==> src/rtl/umii_link_fault_pkg.sv <==
// Shared types and constants for the uMII RS link-fault controller.
// Includes the single-column fault-sequence classifier.
package umii_link_fault_pkg;

  typedef enum logic [1:0] {
    LF_OK     = 2'b00,
    LF_LOCAL  = 2'b01,
    LF_REMOTE = 2'b10
  } link_fault_t;

  typedef enum logic [1:0] {
    INIT  = 2'd0,
    COUNT = 2'd1,
    FAULT = 2'd2
  } fsm_t;

  localparam logic [7:0] SEQ_CHAR = 8'h9C;
  localparam logic [7:0] LF_CODE  = 8'h01;
  localparam logic [7:0] RF_CODE  = 8'h02;

  localparam int unsigned COL_BITS  = 32;
  localparam int unsigned COL_FLAGS = 4;

  // LF_OK means the column is not a fault sequence.
  function automatic link_fault_t classify_col(input logic [COL_BITS-1:0]  d,
                                               input logic [COL_FLAGS-1:0] c);
    link_fault_t t;
    t = LF_OK;
    if (c == 4'b0001 && d[7:0] == SEQ_CHAR && d[23:8] == 16'h0000) begin
      if (d[31:24] == LF_CODE) begin
        t = LF_LOCAL;
      end else if (d[31:24] == RF_CODE) begin
        t = LF_REMOTE;
      end
    end
    return t;
  endfunction

endpackage

==> src/rtl/umii_seq_detect.sv <==
// Stage 1: classify every column of the uMII word and register the
// lowest-index fault sequence, so at most one sequence counts per word.
module umii_seq_detect
  import umii_link_fault_pkg::*;
#(
  parameter int unsigned MII_DATA_WIDTH = 512
) (
  input  logic                        clk,
  input  logic                        rst,
  input  logic [MII_DATA_WIDTH-1:0]   rxd,
  input  logic [MII_DATA_WIDTH/8-1:0] rxc,
  output logic                        fault_vld,
  output link_fault_t                 fault_type
);

  localparam int unsigned COLS = MII_DATA_WIDTH / COL_BITS;

  logic        hit;
  link_fault_t hit_type;
  link_fault_t col_type;

  // Priority encoder: first fault column from the LSB side wins.
  always_comb begin
    hit      = 1'b0;
    hit_type = LF_LOCAL;
    col_type = LF_OK;
    for (int unsigned c = 0; c < COLS; c++) begin
      col_type = classify_col(rxd[COL_BITS*c +: COL_BITS], rxc[COL_FLAGS*c +: COL_FLAGS]);
      if (!hit && col_type != LF_OK) begin
        hit      = 1'b1;
        hit_type = col_type;
      end
    end
  end

  always_ff @(posedge clk or posedge rst) begin
    if (rst) begin
      fault_vld  <= 1'b0;
      fault_type <= LF_LOCAL;
    end else begin
      fault_vld  <= hit;
      fault_type <= hit_type;
    end
  end

endmodule

==> src/rtl/umii_link_fault_ctrl.sv <==
// RS link-fault state machine over a wide uMII RX word: tracks LF/RF
// sequences, drives TX fault signalling, gates umii_dec and counts faults.
module umii_link_fault_ctrl
  import umii_link_fault_pkg::*;
#(
  parameter int unsigned MII_DATA_WIDTH = 512,
  parameter int unsigned COL_THRESH     = 128,
  parameter int unsigned CNT_WIDTH      = 32
) (
  input  logic                        CLK,
  input  logic                        RESET,
  input  logic [MII_DATA_WIDTH-1:0]   MII_RXD,
  input  logic [MII_DATA_WIDTH/8-1:0] MII_RXC,
  input  logic                        CTRL_EN,
  input  logic                        FAULT_CNT_CLR,
  output logic [1:0]                  LINK_STATUS,
  output logic                        DEC_ENABLE,
  output logic                        TX_RF_REQ,
  output logic                        TX_IDLE_REQ,
  output logic [CNT_WIDTH-1:0]        FAULT_EVENT_CNT
);

  localparam int unsigned COLS   = MII_DATA_WIDTH / COL_BITS;
  localparam int unsigned COL_W  = $clog2(COL_THRESH + COLS);
  localparam int unsigned COL_SW = COL_W + 1;

  logic        fault_vld;
  link_fault_t fault_type;

  fsm_t              state, state_nxt;
  link_fault_t       seq_type, type_nxt;
  logic [1:0]        seq_cnt, cnt_nxt;
  logic [COL_W-1:0]  col_cnt, col_nxt;
  link_fault_t       link_fault, link_nxt;
  logic              fault_entry;
  logic [COL_SW-1:0] col_sum;
  logic              col_hit;
  logic [COL_W-1:0]  col_sat;
  logic [CNT_WIDTH-1:0] evt_nxt;

  umii_seq_detect #(
    .MII_DATA_WIDTH (MII_DATA_WIDTH)
  ) u_seq_detect (
    .clk        (CLK),
    .rst        (RESET),
    .rxd        (MII_RXD),
    .rxc        (MII_RXC),
    .fault_vld  (fault_vld),
    .fault_type (fault_type)
  );

  // Fault-free column accumulation, saturating at the threshold.
  always_comb begin
    col_sum = COL_SW'(col_cnt) + COL_SW'(COLS);
    col_hit = (col_sum >= COL_SW'(COL_THRESH));
    col_sat = col_hit ? COL_W'(COL_THRESH) : COL_W'(col_sum);
  end

  always_comb begin
    state_nxt   = state;
    type_nxt    = seq_type;
    cnt_nxt     = seq_cnt;
    col_nxt     = col_cnt;
    link_nxt    = link_fault;
    fault_entry = 1'b0;
    case (state)
      INIT: begin
        if (fault_vld) begin
          state_nxt = COUNT;
          type_nxt  = fault_type;
          cnt_nxt   = 2'd1;
          col_nxt   = '0;
        end
      end
      COUNT: begin
        if (fault_vld) begin
          col_nxt = '0;
          if (fault_type == seq_type) begin
            if (seq_cnt == 2'd3) begin
              state_nxt   = FAULT;
              link_nxt    = seq_type;
              fault_entry = 1'b1;
            end else begin
              cnt_nxt = seq_cnt + 2'd1;
            end
          end else begin
            type_nxt = fault_type;
            cnt_nxt  = 2'd1;
          end
        end else begin
          col_nxt = col_sat;
          if (col_hit) begin
            state_nxt = INIT;
            link_nxt  = LF_OK;
          end
        end
      end
      FAULT: begin
        if (fault_vld) begin
          col_nxt = '0;
          if (fault_type != seq_type) begin
            state_nxt = COUNT;
            type_nxt  = fault_type;
            cnt_nxt   = 2'd1;
          end
        end else begin
          col_nxt = col_sat;
          if (col_hit) begin
            state_nxt = INIT;
            link_nxt  = LF_OK;
          end
        end
      end
      default: begin
        state_nxt = INIT;
        link_nxt  = LF_OK;
      end
    endcase
  end

  // A clear coinciding with a FAULT entry leaves that entry counted.
  always_comb begin
    evt_nxt = FAULT_EVENT_CNT;
    if (FAULT_CNT_CLR) begin
      evt_nxt = fault_entry ? CNT_WIDTH'(1) : '0;
    end else if (fault_entry) begin
      evt_nxt = FAULT_EVENT_CNT + CNT_WIDTH'(1);
    end
  end

  always_ff @(posedge CLK or posedge RESET) begin
    if (RESET) begin
      state           <= INIT;
      seq_type        <= LF_LOCAL;
      seq_cnt         <= 2'd0;
      col_cnt         <= '0;
      link_fault      <= LF_OK;
      DEC_ENABLE      <= 1'b0;
      TX_RF_REQ       <= 1'b0;
      TX_IDLE_REQ     <= 1'b0;
      FAULT_EVENT_CNT <= '0;
    end else begin
      state           <= state_nxt;
      seq_type        <= type_nxt;
      seq_cnt         <= cnt_nxt;
      col_cnt         <= col_nxt;
      link_fault      <= link_nxt;
      DEC_ENABLE      <= CTRL_EN && (link_nxt == LF_OK);
      TX_RF_REQ       <= (link_nxt == LF_LOCAL);
      TX_IDLE_REQ     <= (link_nxt == LF_REMOTE);
      FAULT_EVENT_CNT <= evt_nxt;
    end
  end

  assign LINK_STATUS = link_fault;

endmodule
==> config.mk <==
export PLATFORM = sky130hd
export DESIGN_NAME = umii_link_fault_ctrl
export DESIGN_NICKNAME = d
export VERILOG_FILES = /design/src/rtl/umii_link_fault_pkg.sv /design/src/rtl/umii_seq_detect.sv /design/src/rtl/umii_link_fault_ctrl.sv
export SDC_FILE = /design/constraint.sdc
export NUM_CORES = 1
export LEC_CHECK = 0
export CAP_MARGIN = 20
export CELL_PAD_IN_SITES_DETAIL_PLACEMENT = 0
export CELL_PAD_IN_SITES_GLOBAL_PLACEMENT = 1
export CORE_AREA = 2 2 242 244
export CTS_CLUSTER_SIZE = 30
export DETAILED_ROUTE_END_ITERATION = 10
export DIE_AREA = 0 0 244 246
export DONT_BUFFER_PORTS = 1
export GPL_TIMING_DRIVEN = 0
export PLACE_DENSITY_LB_ADDON = 0.1
export SLEW_MARGIN = 30
export SYNTH_ARGS = -nofsm -noshare
export SYNTH_HDL_FRONTEND = slang
export SYNTH_SLANG_ARGS = --single-unit
==> constraint.sdc <==
create_clock -name CLK -period 2.3 [get_ports CLK]
set_clock_uncertainty 0.2 [all_clocks]
set_input_delay 0.23 -clock CLK [delete_from_list [all_inputs] [get_ports CLK]]
set_output_delay 0.23 -clock CLK [all_outputs]
set_load 0.05 [all_outputs]
# After elaboration in Yosys (flattened, before gate mapping)
# Index checks and enable logic that the tools add are counted.
# W data, S select, Z words.
dict set report word_totals {
  regBits 54
  out_inout_bits 37
}
dict set report classes {
  add_sub_neg 3
  magnitude_cmp 1
  n_eq_ne 80
  mux 116
  reduce_logical 105
}
# op count
set ops {}
lappend ops {{$logic_not A16 Y1} 16}
lappend ops {{$mux W2} 85}
lappend ops {{$eq A8 B1 Y1 const B} 16}
lappend ops {{$eq A8 B2 Y1 const B} 16}
lappend ops {{$eq A8 B8 Y1 const B} 16}
lappend ops {{$eq A4 B1 Y1 const B} 16}
lappend ops {{$mux W32} 2}
lappend ops {{$logic_and A1 B1 Y1} 48}
lappend ops {{$reduce_bool A2 Y1} 18}
lappend ops {{$add A32 B1 Y32 const B} 1}
lappend ops {{$mux W8} 3}
lappend ops {{$pmux W2 S3} 4}
lappend ops {{$mux W1} 21}
lappend ops {{$pmux W8 S2} 1}
lappend ops {{$logic_not A1 Y1} 15}
lappend ops {{$ne A3 B3 Y1 const B} 4}
lappend ops {{$reduce_and A6 Y1} 2}
lappend ops {{$add A8 B5 Y9 const B} 1}
lappend ops {{$ge A9 B8 Y1 const B} 1}
lappend ops {{$eq A2 B2 Y1 const B} 3}
lappend ops {{$ne A2 B1 Y1 const B} 3}
lappend ops {{$eq A2 B1 Y1 const B} 2}
lappend ops {{$logic_not A2 Y1} 2}
lappend ops {{$ne A2 B2 Y1 const B} 2}
lappend ops {{7 further kinds} 7}

# Longest topological paths before layout
dict set report depth {
  depth_word 51
  depth_mapped 9
  ltp_nobuf 8
}

# Hierarchy
# A second synthesis with hierarchy kept.
dict set report unflattened {
  cells_unflattened 563
  hier_area_um2 4745.8
}
# mod n_inst cells_per_inst area_per_inst_um2 seq_area_each_um2
set by_module_without_submodules {}
lappend by_module_without_submodules {umii_link_fault_ctrl 1 273 2611.3 1177.4}
lappend by_module_without_submodules {umii_seq_detect 1 290 2134.5 76.3}

# Worst setup path before layout
# Ideal clock, no wire load.
dict set report synth_timing {
  path_type {register to register}
  start {register FAULT_EVENT_CNT[7]}
  end {register FAULT_EVENT_CNT[31]}
  setup_time_ns 0.132
  arrival_ns 2.091
  required_time_ns 1.968
  setup_slack_ns -0.123
  path_stages_with_launch 8
  path_buffers 0
  cell_sequence {dfrtp_1 > and3_1 > and3_1 > nand3_1 > nor4_4 > nand4_1 > xor2_1 > nor2_1}
}
dict set report synth_between {
  elab_chain_len 3
}
# item line
set synth_rtl {}
lappend synth_rtl {{start: declaration} umii_link_fault_ctrl.sv:20} ;# output logic [CNT_WIDTH-1:0] FAULT_EVENT_CNT
lappend synth_rtl {{start signal: assignment} umii_link_fault_ctrl.sv:151} ;# FAULT_EVENT_CNT <= evt_nxt;
lappend synth_rtl {{$add A32 B1 Y32} umii_link_fault_ctrl.sv:127} ;# evt_nxt = FAULT_EVENT_CNT + CNT_WIDTH'(1);
lappend synth_rtl {{$mux W32} umii_link_fault_ctrl.sv:126} ;# end else if (fault_entry) begin
lappend synth_rtl {{$mux W32} umii_link_fault_ctrl.sv:124} ;# if (FAULT_CNT_CLR) begin
# Every way passes these cells. The select of a mux whose other input is x is not followed.
# A chain may end at the register's enable or synchronous reset.

# Worst setup path in the final report
dict set report layout_timing {
  start {register seq_cnt[1]}
  end {register FAULT_EVENT_CNT[30]}
}
dict set report layout_between {
  elab_chain_len 6
}
# item line
set layout_rtl {}
lappend layout_rtl {{start: declaration} umii_link_fault_ctrl.sv:32} ;# logic [1:0] seq_cnt, cnt_nxt;
lappend layout_rtl {{start signal: assignment} umii_link_fault_ctrl.sv:145} ;# seq_cnt <= cnt_nxt;
lappend layout_rtl {{$eq A2 B2 Y1} umii_link_fault_ctrl.sv:79} ;# if (seq_cnt == 2'd3) begin
lappend layout_rtl {{$mux W1} umii_link_fault_ctrl.sv:79}
lappend layout_rtl {{$mux W1} umii_link_fault_ctrl.sv:78} ;# if (fault_type == seq_type) begin
lappend layout_rtl {{$mux W1} umii_link_fault_ctrl.sv:76} ;# if (fault_vld) begin
lappend layout_rtl {{$mux W1} umii_link_fault_ctrl.sv:66} ;# case (state)
lappend layout_rtl {{$reduce_bool A2 Y1 (no source line)} --}
# Every way passes these cells.

==> impl_summary.txt <==
----------------------------------------------------
[Status]
  Outcome ... complete, but fails checks
  Violations in the final reports ... negative setup slack

[Detailed routing]
  Initial DRT Pass Iterations ... 4
  Post-detailed-route DRC marker count ... 0
  Average via count per standard cell ... 3.72
  Routed len/inst ... 24.1 um
  Iter 0 DRT Violations ... 182
  Post-DRT Antenna Nets ... 0
  Drt total wl ... 31.9 mm
  DR vias ... 4939

[Die]
  Overall die height ... 246 um
  Core region area ... 57400 um2
  Initial Util ... 0.0766
  X dimension of the die ... 244 um
  Ports ... 617
  Full die area ... 60000 um2
  Number of rows in the core area ... 88

[Cells and area]
  Number of nets in the layout ... 1141
  Fraction of the core area covered by cells at the end of the flow ... 0.108
  Top library cells by usage in the layout, fill and taps aside ... 75 x nor4_1, 38 x nor4b_1, 36 x nor2_1
  Layout cell share with drive strength beyond 1 ... 0.213
  FILL cells ... 6627
  Area growth, synth to finish ... 40.4%
  Commonest non-fill, non-tap cell in the layout ... nor4_1

[Global routing]
  Number of antenna violations at the first check in global routing ... 22
  Total global routing track utilization ... 0.0981
  GRT Residual Overflow ... 0
  Global-route wire length before repair ... 41.4 mm
  Number of global-route vias before repair ... 5358
  Largest net degree at the start of global routing ... 37

[Setup path]
  Category of the worst setup path capture point ... flip-flop
  Arrival @ worst endpoint ... 2.36 ns
  Worst Path Class, Setup ... flip-flop to flip-flop
  Launch point of the worst reg-to-reg path ... seq_cnt[1]$_DFFE_PP0P_
  Maximum fanout count along the critical path ... 4
  Logic depth of the worst path, buffers included ... 10
  CP dominant cell by count ... buf_6
  Critical path capture point ... FAULT_EVENT_CNT[30]$_DFFE_PP0P_
  Cell depth of the worst flop-to-flop path ... 10
  Register-to-register setup slack ... -0.03 ns
  Data required time of the critical path ... 2.33 ns
  Worst flop-to-flop path endpoint ... FAULT_EVENT_CNT[30]$_DFFE_PP0P_
  Start point of the critical path ... seq_cnt[1]$_DFFE_PP0P_
  Crit-path cells ... ha_4 -> nand2_4 -> nor4b_4 -> buf_6 -> nand4_4 -> nor4_4 -> buf_6 -> nand3_2 -> xor2_2 -> nor2_1
  Sum of buffers and inverters on the critical path ... 2
  Top delay family on crit path ... simple AND/OR/NAND/NOR gates
  Longest individual stage delay on the worst path ... 0.40 ns
  CP startpoint kind ... flip-flop
  Slowest library cell on the worst path ... dfrtp_1

[Clock network]
  CTS Buffer Depth ... 2
  CTS tree ... done
  Clock edge transition at the registers on the reported setup and hold paths ... 0.07 ns
  Number of clock buffers inserted by TritonCTS ... 5
  Clock Sinks ... 50
  Worst-Skew Late Latency ... 0.31 ns
  Clock Tree Root ... clkbuf_16
  Clock H-tree levels ... 2

[Synth]
  Post-Synthesis Cells ... 519
  Most instantiated flip-flop cell in the synthesis netlist ... dfrtp_1
  Net count after synthesis ... 1107
  Mapped Avg Cell Area ... 8.47 um2
  Count of distinct cell types in the synthesized netlist ... 65
  Register bit count reported by yosys ... 50
  Sequential cell area fraction in the yosys report ... 0.285
  Share of flip-flops with an asynchronous set or reset after synthesis ... 1.00
  Post-synth EDFFs ... 0
  Syn Std Cell Area ... 4400 um2
  Synthesis warning total ... 0

[Placement]
  PortBufs ... 0
  Detail Placement HPWL ... 28.6 mm
  Final estimated routing congestion in global placement ... 0.923

[STA]
  Unrepaired setup endpoints after global routing ... yes
  Slew Viols, Final ... 0
  Part of the cycle the worst path needs ... 1.01
  Minimum clock period after layout ... 2.33 ns
  Worst Tran Pin Value ... 0.728 ns
  Achievable Freq ... 428 MHz
  Total Neg Setup Slack ... -0.165 ns
  Max-slew headroom at the worst pin ... 0.515
  Post-route worst setup slack ... -0.0341 ns
  Final setup vio count ... 8
  Number of hold violations in the final report ... 0

[Power and ir drop]
  Cell Pwr Density ... 292 nW/um2
  Static leakage power ... 1.77 nW
  Maximum ir drop on the vdd rail ... 0.228 mV
  Power, Total ... 1.80 mW

[Worst hold path]
  Min-Delay Path Class ... primary input to flip-flop

[Job]
  Max Cap Violations ... 0

----------------------------------------------------
## worst register-to-register path, cell delays in order, from the launching register on
cell and delay [ns]:
dfrtp_1 0.40, ha_4 0.17, nand2_4 0.05, nor4b_4 0.27, buf_6 0.17, nand4_4 0.14
nor4_4 0.31, buf_6 0.16, nand3_2 0.10, xor2_2 0.18, nor2_1 0.10
## report_power, final
| group | total, mW | leakage (nW) | internal (mW) | switching, mW |
|---|---|---|---|---|
| registers | 0.883 | 0.661 | 0.879 | 0.00369 |
| logic | 0.152 | 1.05 | 0.0747 | 0.0775 |
| clock network | 0.769 | 0.0652 | 0.407 | 0.362 |
## cell type report
type / count / area, um2 / share of cell area
inverter: 11 / 43.8 / 0.00710
clock buffer: 8 / 136 / 0.0221
multi-input combinational: 451 / 3440 / 0.557
antenna: 7 / 17.5 / 0.00284
sequential: 50 / 1280 / 0.207
tap: 765 / 957 / 0.155
timing repair buffer: 29 / 278 / 0.0450
buffer: 5 / 22.5 / 0.00365
## cell usage after synthesis (2+ instances only)
library cell	count	share of area
a2111oi_0	2	0.0040
nor2_1	37	0.032
xor2_1	33	0.066
clkbuf_1	5	0.0043
nor2b_1	3	0.0043
and3_1	8	0.011
or3_1	20	0.028
or4_1	4	0.0068
nand2b_1	9	0.013
dfstp_2	2	0.012
nand3b_1	3	0.0051
and2b_2	2	0.0040
mux2_2	3	0.0077
a22oi_1	3	0.0051
o21ai_0	12	0.014
a21oi_1	16	0.018
nor3_1	18	0.020
nand4b_1	15	0.030
xnor2_1	13	0.026
inv_1	11	0.0094
dfrtp_1	48	0.27
a311o_1	2	0.0046
nand4_1	20	0.028
nor4_4	2	0.0097
nand4_2	2	0.0057
nor4_1	82	0.12
o41ai_1	2	0.0040
nor4b_1	39	0.078
mux2i_1	4	0.0091
ha_1	8	0.023
a21o_1	3	0.0051
nand2_1	29	0.025
nand3_1	27	0.031
## how the worst min path moves through the flow
stage | start | slack (ns) | cells after the start | endpoint
CTS | MII_RXD[25] | 0.01 | 2 | u_seq_detect.fault_type[1]$_DFF_PP0_
global route | MII_RXD[25] | 0.02 | 2 | u_seq_detect.fault_type[1]$_DFF_PP0_
floorplan | FAULT_CNT_CLR | 0.09 | 1 | FAULT_EVENT_CNT[13]$_DFFE_PP0P_
detailed placement | RESET | -0.14 | 1 | FAULT_EVENT_CNT[5]$_DFFE_PP0P_
finish | MII_RXD[25] | 0.03 | 2 | u_seq_detect.fault_type[1]$_DFF_PP0_
global placement | FAULT_CNT_CLR | 0.1 | 1 | FAULT_EVENT_CNT[13]$_DFFE_PP0P_
## timing repair
action / CTS / global route
pin swaps: 11 / 7
endpoints found under the hold margin: 51 / 0
resized for setup: 55 / 32
cloned: 0 / 0
buffers inserted: 19 / 5
hold buffers: 3 / 0
endpoints found under the setup margin: 33 / 25
## per-stage QoR
stage,worst slack [ns],std cells,cell area [um2],hold slack (ns)
floorplan,-0.00882,519,4420,0.0931
CTS,-0.108,1316,5950,0.0103
global placement,-2.15,1284,5370,0.0967
detailed placement,-1.10,1286,5410,-0.137
finish,-0.0341,1326,6170,0.0281
global route,-0.163,1326,6170,0.0220
## sequential cells by signal, summed over array words and instances (netlist names)
name and count:
col_cnt 4, TX_IDLE_REQ 1, u_seq_detect.fault_type 2, DEC_ENABLE 1
TX_RF_REQ 1, FAULT_EVENT_CNT 32, LINK_STATUS 2, seq_cnt 2
state 2, u_seq_detect.fault_vld 1, seq_type 2
## cells by family (layout without fill, tap and decap cells)
logic type / Yosys count / in the layout / synth area share
simple gates: 328 / 328 / 0.467
compound gates: 62 / 62 / 0.100
flops: 50 / 50 / 0.285
xor+xnor: 46 / 46 / 0.0917
buf+inv: 18 / 53 / 0.0165
fa+ha+maj: 8 / 8 / 0.0228
mux: 7 / 7 / 0.0168
other cells: 0 / 7 / 0
## per-layer routing
| metal | wire [um] | GRT usage | vias up |
|---|---|---|---|
| met5 | 103 | 0 | - |
| met4 | 863 | 0.0299 | 16 |
| met3 | 3310 | 0.0428 | 54 |
| met2 | 15500 | 0.165 | 355 |
| met1 | 12200 | 0.112 | 2359 |
| li1 | - | - | 2155 |
No activity file was read; power rests on OpenSTA's default activity.
